File: src/rtl/blockhammer_pkg.sv
// Shared BlockHammer widths and the row-history entry type.
// Row/core widths must agree with bloom_filters, which imports this package too.
package blockhammer_pkg;

    localparam int ROW_W     = 16;
    localparam int CORE_W    = 3;
    // Wide enough to hold a timer preset of T_DELAY=1024
    localparam int T_DELAY_W = 11;
    localparam int STAT_W    = 32;

    typedef struct packed {
        logic                 valid;
        logic [ROW_W-1:0]     row;
        logic [T_DELAY_W-1:0] timer;
    } rhb_entry_t;

endpackage

File: src/rtl/rhb_match_cam.sv
// Combinational CAM: hit when i_query_row equals the row of any valid entry.
module rhb_match_cam
    import blockhammer_pkg::*;
#(
    parameter int DEPTH = 16
) (
    input  logic [DEPTH-1:0]            i_valid,
    input  logic [DEPTH-1:0][ROW_W-1:0] i_rows,
    input  logic [ROW_W-1:0]            i_query_row,
    output logic                        o_hit
);

    logic [DEPTH-1:0] w_hit_vec;

    for (genvar gi = 0; gi < DEPTH; gi++) begin : g_cmp
        assign w_hit_vec[gi] = i_valid[gi] & (i_rows[gi] == i_query_row);
    end

    assign o_hit = |w_hit_vec;

endmodule

File: src/rtl/row_history_buffer.sv
// BlockHammer row history buffer: FIFO of blacklisted ACTs with countdown timers.
// Optional saturating stat counters are built when BLOCKHAMMER_RHB_STATS_EN is defined.
module row_history_buffer
    import blockhammer_pkg::*;
#(
    parameter int DEPTH   = 16,
    parameter int T_DELAY = 1024
) (
    input  logic                         clk,
    input  logic                         rst_n,
    input  logic                         act_valid,
    input  logic [ROW_W-1:0]             act_row,
    input  logic [CORE_W-1:0]            act_core,
    input  logic                         act_blacklisted,
    input  logic                         query_valid,
    input  logic [ROW_W-1:0]             query_row,
    input  logic                         query_blacklisted,
    output logic                         query_safe,
    output logic [$clog2(DEPTH+1)-1:0]   hb_count,
    output logic                         hb_full,
    output logic                         hb_overflow,
    output logic [STAT_W-1:0]            stat_blocked,
    output logic [STAT_W-1:0]            stat_inserted
);

    localparam int PTR_W = $clog2(DEPTH);
    localparam int CNT_W = $clog2(DEPTH+1);

    rhb_entry_t [DEPTH-1:0] r_entries;
    logic [PTR_W-1:0]       r_head;
    logic [PTR_W-1:0]       r_tail;
    logic [CNT_W-1:0]       r_count;
    logic                   r_overflow;

    logic                        w_req;
    logic                        w_pop;
    logic                        w_not_full;
    logic                        w_ins;
    logic                        w_drop;
    logic                        w_bypass;
    logic                        w_cam_hit;
    logic                        w_match;
    logic                        w_full;
    logic                        w_safe;
    logic [DEPTH-1:0]            w_valid_vec;
    logic [DEPTH-1:0][ROW_W-1:0] w_rows;

    assign w_req      = act_valid & act_blacklisted;
    // Uniform delay keeps entries age-ordered, so only the head can expire
    assign w_pop      = r_entries[r_head].valid & (r_entries[r_head].timer == T_DELAY_W'(1));
    assign w_not_full = r_count < CNT_W'(DEPTH);
    assign w_ins      = w_req & (w_not_full | w_pop);
    assign w_drop     = w_req & ~w_not_full & ~w_pop;

    always_comb begin
        w_valid_vec = '0;
        w_rows      = '0;
        for (int i = 0; i < DEPTH; i++) begin
            w_valid_vec[i] = r_entries[i].valid;
            w_rows[i]      = r_entries[i].row;
        end
    end

    rhb_match_cam #(.DEPTH(DEPTH)) u_cam (
        .i_valid     (w_valid_vec),
        .i_rows      (w_rows),
        .i_query_row (query_row),
        .o_hit       (w_cam_hit)
    );

    // Same-cycle ACT to the queried row must already count as recent
    assign w_bypass = w_req & (act_row == query_row);
    assign w_match  = w_cam_hit | w_bypass;
    assign w_full   = (r_count == CNT_W'(DEPTH)) & ~w_pop;
    assign w_safe   = ~rst_n | ~(query_blacklisted & (w_match | w_full));

    // Insert is applied after pop so a full-buffer swap reuses the head slot
    always_ff @(posedge clk or negedge rst_n) begin
        if (!rst_n) begin
            r_entries <= '0;
        end else begin
            for (int i = 0; i < DEPTH; i++) begin
                if (r_entries[i].valid)
                    r_entries[i].timer <= r_entries[i].timer - T_DELAY_W'(1);
                if (w_pop && (r_head == PTR_W'(i)))
                    r_entries[i].valid <= 1'b0;
                if (w_ins && (r_tail == PTR_W'(i)))
                    r_entries[i] <= '{valid: 1'b1, row: act_row, timer: T_DELAY_W'(T_DELAY)};
            end
        end
    end

    always_ff @(posedge clk or negedge rst_n) begin
        if (!rst_n) begin
            r_head     <= '0;
            r_tail     <= '0;
            r_count    <= '0;
            r_overflow <= 1'b0;
        end else begin
            if (w_pop)
                r_head <= r_head + PTR_W'(1);
            if (w_ins)
                r_tail <= r_tail + PTR_W'(1);
            r_count <= r_count + CNT_W'(w_ins) - CNT_W'(w_pop);
            if (w_drop)
                r_overflow <= 1'b1;
        end
    end

    assign query_safe  = w_safe;
    assign hb_count    = r_count;
    assign hb_full     = w_full;
    assign hb_overflow = r_overflow;

`ifdef BLOCKHAMMER_RHB_STATS_EN
    logic [STAT_W-1:0] r_stat_blocked;
    logic [STAT_W-1:0] r_stat_inserted;

    always_ff @(posedge clk or negedge rst_n) begin
        if (!rst_n) begin
            r_stat_blocked  <= '0;
            r_stat_inserted <= '0;
        end else begin
            if (query_valid && !w_safe && (r_stat_blocked != '1))
                r_stat_blocked <= r_stat_blocked + STAT_W'(1);
            if (w_ins && (r_stat_inserted != '1))
                r_stat_inserted <= r_stat_inserted + STAT_W'(1);
        end
    end

    assign stat_blocked  = r_stat_blocked;
    assign stat_inserted = r_stat_inserted;

    // act_core is carried for future per-core accounting only
    logic w_unused;
    assign w_unused = ^act_core;
`else
    assign stat_blocked  = '0;
    assign stat_inserted = '0;

    logic w_unused;
    assign w_unused = ^{act_core, query_valid};
`endif

endmodule

File: config.mk
export PLATFORM = sky130hd
export DESIGN_NAME = row_history_buffer
export DESIGN_NICKNAME = d
export VERILOG_FILES = /design/src/rtl/blockhammer_pkg.sv /design/src/rtl/rhb_match_cam.sv /design/src/rtl/row_history_buffer.sv
export SDC_FILE = /design/constraint.sdc
export NUM_CORES = 1
export LEC_CHECK = 0
export BUFFER_PORTS_ARGS = -buffer_cell sky130_fd_sc_hd__buf_2
export CAP_MARGIN = 0
export CORE_ASPECT_RATIO = 0.6
export CORE_MARGIN = 2
export CORE_UTILIZATION = 29
export CTS_CLUSTER_DIAMETER = 40
export DETAILED_ROUTE_END_ITERATION = 8
export GPL_ROUTABILITY_DRIVEN = 0
export PLACE_DENSITY = 0.48
export SETUP_SLACK_MARGIN = 0.1
export SYNTH_ARGS = -nofsm -noshare
export SYNTH_HDL_FRONTEND = slang
export SYNTH_SLANG_ARGS = --single-unit
File: constraint.sdc
create_clock -name clk -period 11.6 [get_ports clk]
set_input_delay 1.16 -clock clk [delete_from_list [all_inputs] [get_ports clk]]
set_output_delay 1.16 -clock clk [all_outputs]
set_load 0.02 [all_outputs]
==> summary.md, run 1 <==
| Metric | Value |
|---|---|
| Outcome | `completed` |
| CP cell instances | `buf_4, mux4_2, a32oi_4, nand2_2, a211oi_1, o211ai_1, buf_2` |
| IO Port Bufs | `44` |
| Max cap viols | `0` |
| Number of enable flip-flop cells after synthesis | `0` |
| Finish-stage setup viols | `0` |
| Drt pass-1 iters | `5` |
| Critical path class | `reg -> out` |
| CTS tree | `yes` |
| TNS Setup | `0 ns` |
| Clock Root Buffer | `clkbuf_16` |
| Startpoint Class | `flip-flop` |
| Final ANT Viol Nets | `0` |
| Half-perimeter wire length after placement | `46,730 um` |
| H-tree lvl count | `3` |
| RSZ-0062 raised after global routing | `no` |
| Core Util, Final | `33.16%` |
| Largest net degree at the start of global routing | `153` |
| Clk Latency, worst-skew pair | `0.62 ns` |
| Fmax | `157.4 MHz` |
| Total power | `6.565 mW` |
| Drt first-iter violations | `1,147` |
| Layout area overhead | `13.38%` |
| Wire length on met2 | `29,020 um` |
| Number of global-route vias before repair | `17,140` |
| Met3 Wirelength | `4735 um` |
| Crit end category | `primary output` |
| Initial antenna violation count | `1` |
| Clk buf depth | `3` |
| DR vias | `16,820` |
| Post-CTS Setup Repair Bufs | `0` |
| Minimum clock period | `6.352 ns` |
| Synthesized cell area | `25,570 um2` |
| Die H | `234.0 um` |
| Count of cell types in the netlist | `81` |
| Worst rel slew slack | `17.19%` |
| Min-delay worst type | `reg -> reg` |
| Placed inst area | `26,410 um2` |
| Clock transition at path regs | `0.06 ns` |
| Syn avg cell area | `11.31 um2` |
| DRC Markers | `0` |
| Setup WS pre-CTS | `5.877 ns` |
| Routed len/inst | `20.92 um` |
| Crit path DAT | `5.19 ns` |
| Peak VDD IR | `0.1163 mV` |
| Placed Cells | `3,353` |
| Seq/Total Area, Yosys | `45.21%` |
| First-pass GRT wire length | `111,100 um` |
| Final worst-path cycle share | `54.76%` |
| Initial Util | `29.25%` |
| Total GRT Usage | `16.28%` |
| # hold bufs at CTS | `0` |
| Design Area, Final | `28,990 um2` |
| Setup ws final | `5.248 ns` |
| FP Rows | `84` |
| Die Wd | `387.4 um` |
| Leakage | `12.84 nW` |
| Crit-path slowest cell | `a211oi_1` |
| M1 WL | `37,990 um` |
| Fin Hold WS | `0.4645 ns` |
| Top FF cell, synth | `dfrtp_1` |
| Yosys warnings | `0` |
| Max FO, Critical Path | `39` |
| Data required time at the worst endpoint | `10.44 ns` |
| Slowest stage delay, CP | `0.89 ns` |
| Top Ports | `113` |
| Clk sink count | `462` |
| Async set or reset register ratio after synthesis | `100.0%` |
| Slew Viols, Final | `0` |
| Slew @ Worst Pin | `1.242 ns` |
| Power Density | `226.4 nW/um2` |
| DR top layer | `met5` |
| Yosys reg bits | `462` |
| Post-CTS sizing | `0` |
| Num CTS Buffers | `73` |
| Layout fillers | `8,747` |
| Routed WL | `72,970 um` |
| Layout cells sized above 1 | `20.46%` |
| Clock skew | `0.03394 ns` |
| Cells after Synth | `2,261` |
| Layout Nets | `2,339` |
| DR vias/cell | `4.820` |
| Final hold vios | `0` |
| DIE AREA | `90,650 um2` |
| Core area | `87,440 um2` |
| Fin cells | `3,489` |
| Grt ovf | `0` |
[metal layers]
metal / vias to the layer above / track usage [%]
met3: 99 / 3.873
li1: 7644 / -
met4: 2 / 3.906
met1: 8681 / 25.21
met5: - / 0
met2: 390 / 22.30
[layout by cell type (no fill, tap or decap), types with 16 or more instances in the layout]
| cell type | count |
|---|---|
| nand3_1 | 48 |
| xor2_1 | 139 |
| ha_1 | 30 |
| inv_1 | 64 |
| xnor2_1 | 293 |
| inv_6 | 16 |
| mux2_2 | 140 |
| nor4_1 | 58 |
| a21oi_4 | 22 |
| nor3_1 | 71 |
| or4_1 | 25 |
| nand2_1 | 113 |
| buf_2 | 43 |
| nand4_1 | 57 |
| clkbuf_16 | 74 |
| nand2b_1 | 19 |
| mux2_4 | 100 |
| nor2_1 | 88 |
| buf_4 | 18 |
| and2_1 | 130 |
| conb_1 | 64 |
| mux2_1 | 17 |
| a21oi_1 | 18 |
| dfrtp_1 | 462 |
[synthesized netlist by cell type (all sizes together), types with 4 or more instances]
| cell type | n | area (um2) |
|---|---|---|
| dfrtp | 462 | 11560 |
| xnor2 | 293 | 2566 |
| mux2 | 257 | 3269 |
| buf | 144 | 1039 |
| xor2 | 139 | 1217 |
| and2 | 131 | 819.5 |
| nand2 | 114 | 430.4 |
| nor2 | 88 | 330.3 |
| nor3 | 72 | 365.3 |
| inv | 64 | 240.2 |
| nor4 | 58 | 362.9 |
| nand4 | 57 | 356.6 |
| clkbuf | 51 | 198.9 |
| nand3 | 48 | 240.2 |
| a21oi | 42 | 465.5 |
| ha | 30 | 375.4 |
| or4 | 25 | 187.7 |
| nand2b | 20 | 132.6 |
| o211a | 11 | 110.1 |
| o21ai | 11 | 55.05 |
| or3 | 11 | 68.82 |
| a211oi | 10 | 75.07 |
| o31ai | 10 | 75.07 |
| a21bo | 9 | 90.09 |
| o211ai | 8 | 65.06 |
| a21boi | 7 | 52.55 |
| mux2i | 7 | 70.07 |
| nor3b | 7 | 52.55 |
| nor4b | 7 | 61.31 |
| nand3b | 5 | 37.54 |
| o22ai | 5 | 37.53 |
| o32ai | 5 | 43.79 |
| a21o | 4 | 30.03 |
| a31oi | 4 | 31.28 |
| mux4 | 4 | 90.09 |
| nor2b | 4 | 25.02 |
| or2 | 4 | 25.03 |
[worst paths after layout]
check | to | slack (ns) | start | cells after the start
min in group asynchronous | r_entries[87]$_DFFE_PN0P_ | 0.50 | rst_n | 1
max reg2reg | hb_count[4]$_DFF_PN0_ | 6.11 | r_head[1]$_DFFE_PN0P_ | 19
min | hb_overflow$_DFFE_PN0P_ | 0.46 | hb_overflow$_DFFE_PN0P_ | 1
min reg2reg | hb_overflow$_DFFE_PN0P_ | 0.46 | hb_overflow$_DFFE_PN0P_ | 1
max in group asynchronous | r_entries[233]$_DFFE_PN0P_ | 9.07 | rst_n | 3
max | query_safe | 5.25 | r_head[1]$_DFFE_PN0P_ | 7
[worst max-delay path, delay by kind of cell, from the launching register on]
family                 cells  cell delay, ns
AOI/OAI and AO/OA          3            2.11
buffers and inverters      2            0.78
muxes                      1            0.62
DFF                        1            0.52
and+or+nand+nor            1            0.50
[report_power, final]
part / internal, mW / switching, mW
clock network: 1.44 / 0.878
logic: 0.882 / 0.731
registers: 2.12 / 0.521
[state kept, by name, indices dropped and copies added, names as in the netlist]
signal	flops
r_entries	448
r_tail	4
r_head	4
hb_count	5
hb_overflow	1
[layout make-up]
class / instances / area (um2) / area share [%]
Multi-Input combinational cell: 1602 / 12770 / 44.04
Clock inverter: 46 / 581.8 / 2.007
Antenna cell: 1 / 2.502 / 0.008631
Clock buffer: 89 / 1998 / 6.892
Sequential cell: 462 / 11560 / 39.87
Inverter: 65 / 244.0 / 0.8415
Tap cell: 1161 / 1453 / 5.010
Timing Repair Buffer: 63 / 385.4 / 1.329
[logic make-up (layout without fill, tap and decap cells)]
logic type / count (synthesis) / count (layout) / synth area share, %
simple gates: 658 / 658 / 13.88
flops: 462 / 462 / 45.21
xor+xnor: 432 / 432 / 14.80
mux: 268 / 268 / 13.41
buf+inv: 260 / 263 / 5.793
compound gates: 149 / 149 / 5.353
fa+ha+maj: 31 / 31 / 1.546
other cells: 1 / 65 / 0.01466
Power figures use the tool's default switching activity.
==> run 2: changes to the inputs <==
--- a/config.mk
+++ b/config.mk
@@ -5,6 +5,7 @@
 export SDC_FILE = /design/constraint.sdc
 export NUM_CORES = 1
 export LEC_CHECK = 0
+export ABC_AREA = 1
 export BUFFER_PORTS_ARGS = -buffer_cell sky130_fd_sc_hd__buf_2
 export CAP_MARGIN = 0
 export CORE_ASPECT_RATIO = 0.6
==> constraint.sdc (replaced) <==
create_clock -name clk -period 6.1 [get_ports clk]
set_input_delay 0.61 -clock clk [delete_from_list [all_inputs] [get_ports clk]]
set_output_delay 0.61 -clock clk [all_outputs]
set_load 0.02 [all_outputs]
==> summary.md, run 2 <==
| Metric | Value |
|---|---|
| RSZ-0062 raised after global routing | `no` |
| Outcome | `completed` |
| Clock skew | `0.03342 ns` |
| Clock Root Buffer | `clkbuf_16` |
| Min-delay worst type | `in -> reg` |
| Clk sink count | `462` |
| TNS Setup | `0 ns` |
| FF-to-FF path depth | `19` |
| Worst R2R End | `hb_count[4]$_DFF_PN0_` |
| Number of global-route vias before repair | `21,480` |
| Most frequent cell after synthesis | `nand2_1` |
| Max FO, Critical Path | `46` |
| Crit Reg-Reg Startpoint | `r_head[0]$_DFFE_PN0P_` |
| Die Wd | `400.2 um` |
| Total power | `7.538 mW` |
| DR vias/cell | `4.776` |
| Placed inst area | `28,250 um2` |
| DRC Markers | `0` |
| Grt ovf | `0` |
| Startpoint Class | `flip-flop` |
| Clk buf depth | `3` |
| Commonest cells post-synth | `1,369 x nand2_1, 462 x dfrtp_1, 280 x inv_1` |
| Drt first-iter violations | `2,608` |
| Commonest non-fill, non-tap cell in the layout | `nand2_1` |
| Crit-path slowest cell | `dfrtp_2` |
| Commonest cells after routing, fill and taps aside | `1,369 x nand2_1, 461 x dfrtp_1, 278 x inv_1` |
| Seq/Total Area, Yosys | `42.33%` |
| Setup WS pre-CTS | `1.537 ns` |
| CP cell instances | `buf_4, nand2_1, nand3_1, nand2_1, nand2_1, nand2_1, nor2_1, nand2_1, nor2_1, nand3_2, nand2_8, nand2_1, ha_1, inv_1, ha_1, inv_1, fa_1, o21ai_0, xor2_1` |
| Synth area leader | `dfrtp_1` |
| Slowest stage delay, CP | `0.63 ns` |
| First-pass GRT wire length | `141,800 um` |
| Crit path DAT | `5.15 ns` |
| Clk Latency, worst-skew pair | `0.65 ns` |
| H-tree lvl count | `3` |
| Final ANT Viol Nets | `0` |
| Top-area cell type share of the netlist area | `42.33%` |
| Crit end category | `flip-flop` |
| Worst rel slew slack | `31.89%` |
| Number of enable flip-flop cells after synthesis | `0` |
| Fin cells | `4,966` |
| Leakage | `15.83 nW` |
| Final hold vios | `0` |
| Critical Path Source | `r_head[0]$_DFFE_PN0P_` |
| Cells after Synth | `3,704` |
| Layout cells sized above 1 | `9.441%` |
| Critical path destination | `hb_count[4]$_DFF_PN0_` |
| Core area | `93,610 um2` |
| Drt pass-1 iters | `5` |
| Num CTS Buffers | `66` |
| IO Port Bufs | `44` |
| Yosys reg bits | `462` |
| Top FF cell, synth | `dfrtp_1` |
| CTS tree | `yes` |
| Routed WL | `93,820 um` |
| Most frequent CP cell | `nand2_1` |
| Number of stages on the worst setup path | `19` |
| Post-CTS sizing | `0` |
| Largest net degree at the start of global routing | `168` |
| Count of cell types in the netlist | `41` |
| Post-CTS Setup Repair Bufs | `0` |
| Initial Util | `29.17%` |
| Top Ports | `113` |
| Core Util, Final | `32.63%` |
| Largest register by flop count | `r_entries` |
| Data required time at the worst endpoint | `6.66 ns` |
| DR vias | `23,720` |
| Setup ws final | `1.510 ns` |
| Placed Cells | `4,844` |
| Total GRT Usage | `19.36%` |
| CP Buf/Inv Count | `3` |
| Finish-stage setup viols | `0` |
| Peak VDD IR | `0.1524 mV` |
| Fin Hold WS | `0.3748 ns` |
| Die H | `241.7 um` |
| Power Density | `246.8 nW/um2` |
| Fmax | `217.9 MHz` |
| Critical path class | `reg -> reg` |
| FP Rows | `87` |
| Syn avg cell area | `7.373 um2` |
| Initial antenna violation count | `4` |
| Routed len/inst | `18.89 um` |
| Layout Nets | `3,739` |
| Slew Viols, Final | `0` |
| Clock transition at path regs | `0.06 ns` |
| Design Area, Final | `30,550 um2` |
| # hold bufs at CTS | `1` |
| Max cap viols | `0` |
| Final worst-path cycle share | `75.24%` |
| DIE AREA | `96,730 um2` |
| Top post-synthesis cells by area | `dfrtp_1 42%, nand2_1 19%, nand4_1 6.2%, xor2_1 6.0%, inv_1 3.8%` |
| Minimum clock period | `4.590 ns` |
| Half-perimeter wire length after placement | `59,250 um` |
| Synthesized cell area | `27,310 um2` |
| Max FFs per register | `448` |
| Async set or reset register ratio after synthesis | `100.0%` |
| R2R setup slack | `1.51 ns` |
| Delay-heaviest family, CP | `simple AND/OR/NAND/NOR gates` |
| Slew @ Worst Pin | `1.022 ns` |
| Layout area overhead | `11.84%` |
| Yosys warnings | `0` |
==> run 2: report_power, final <==
part           internal, mW  leakage [nW]  switching (mW)
combinational        0.0662          9.04           0.354
sequential             3.07          5.70   0.00000000603
clock                  2.46          1.09            1.60
==> run 2: worst min path at each step <==
stage                                       to                        from  depth (start not counted)
floorplan                hb_count[0]$_DFF_PN0_                       rst_n                          0
finish                 hb_overflow$_DFFE_PN0P_             act_blacklisted                          3
global placement     r_entries[76]$_DFFE_PN0P_   r_entries[76]$_DFFE_PN0P_                          2
global route           hb_overflow$_DFFE_PN0P_             act_blacklisted                          3
CTS                    hb_overflow$_DFFE_PN0P_             act_blacklisted                          3
detailed placement  r_entries[189]$_DFFE_PN0P_  r_entries[189]$_DFFE_PN0P_                          2
==> run 2: final cells by class <==
type	instances	area [um2]
diodes	2	5.005
clock buffers	87	1842
repair buffers	100	690.7
multi-input cells	2644	12970
fillers	10100	63070
inverters	393	1485
well taps	1246	1559
clock inverters	32	434.2
flip-flops and latches	462	11560
==> run 2: metal layers <==
layer	vias up	GRT usage, %	part of all wire [%]
li1	11490	-	-
met1	11330	32.38	53
met2	782	24.04	37
met3	114	4.009	7.7
met4	0	4.770	1.9
met5	-	0	0
==> run 2: cell families (layout without fill, tap and decap cells) <==
logic type,after synthesis,count (layout),synth area share (%)
AOI/OAI and AO/OA,190,190,3.844
buffers and inverters,661,612,11.09
other,1,66,0.01373
adders and majority gates,31,31,1.448
and+or+nand+nor,2112,2112,33.36
xor gates and xnor gates,247,247,7.921
DFF,462,462,42.33
==> run 2: worst reg2reg max path: stages (launching register included) <==
cell and delay, ns:
dfrtp_2 0.63, buf_4 0.57, nand2_1 0.15, nand3_1 0.16, nand2_1 0.10, nand2_1 0.14, nand2_1 0.07, nor2_1 0.10
nand2_1 0.12, nor2_1 0.13, nand3_2 0.17, nand2_8 0.28, nand2_1 0.34, ha_1 0.43, inv_1 0.08, ha_1 0.17
inv_1 0.06, fa_1 0.42, o21ai_0 0.24, xor2_1 0.16
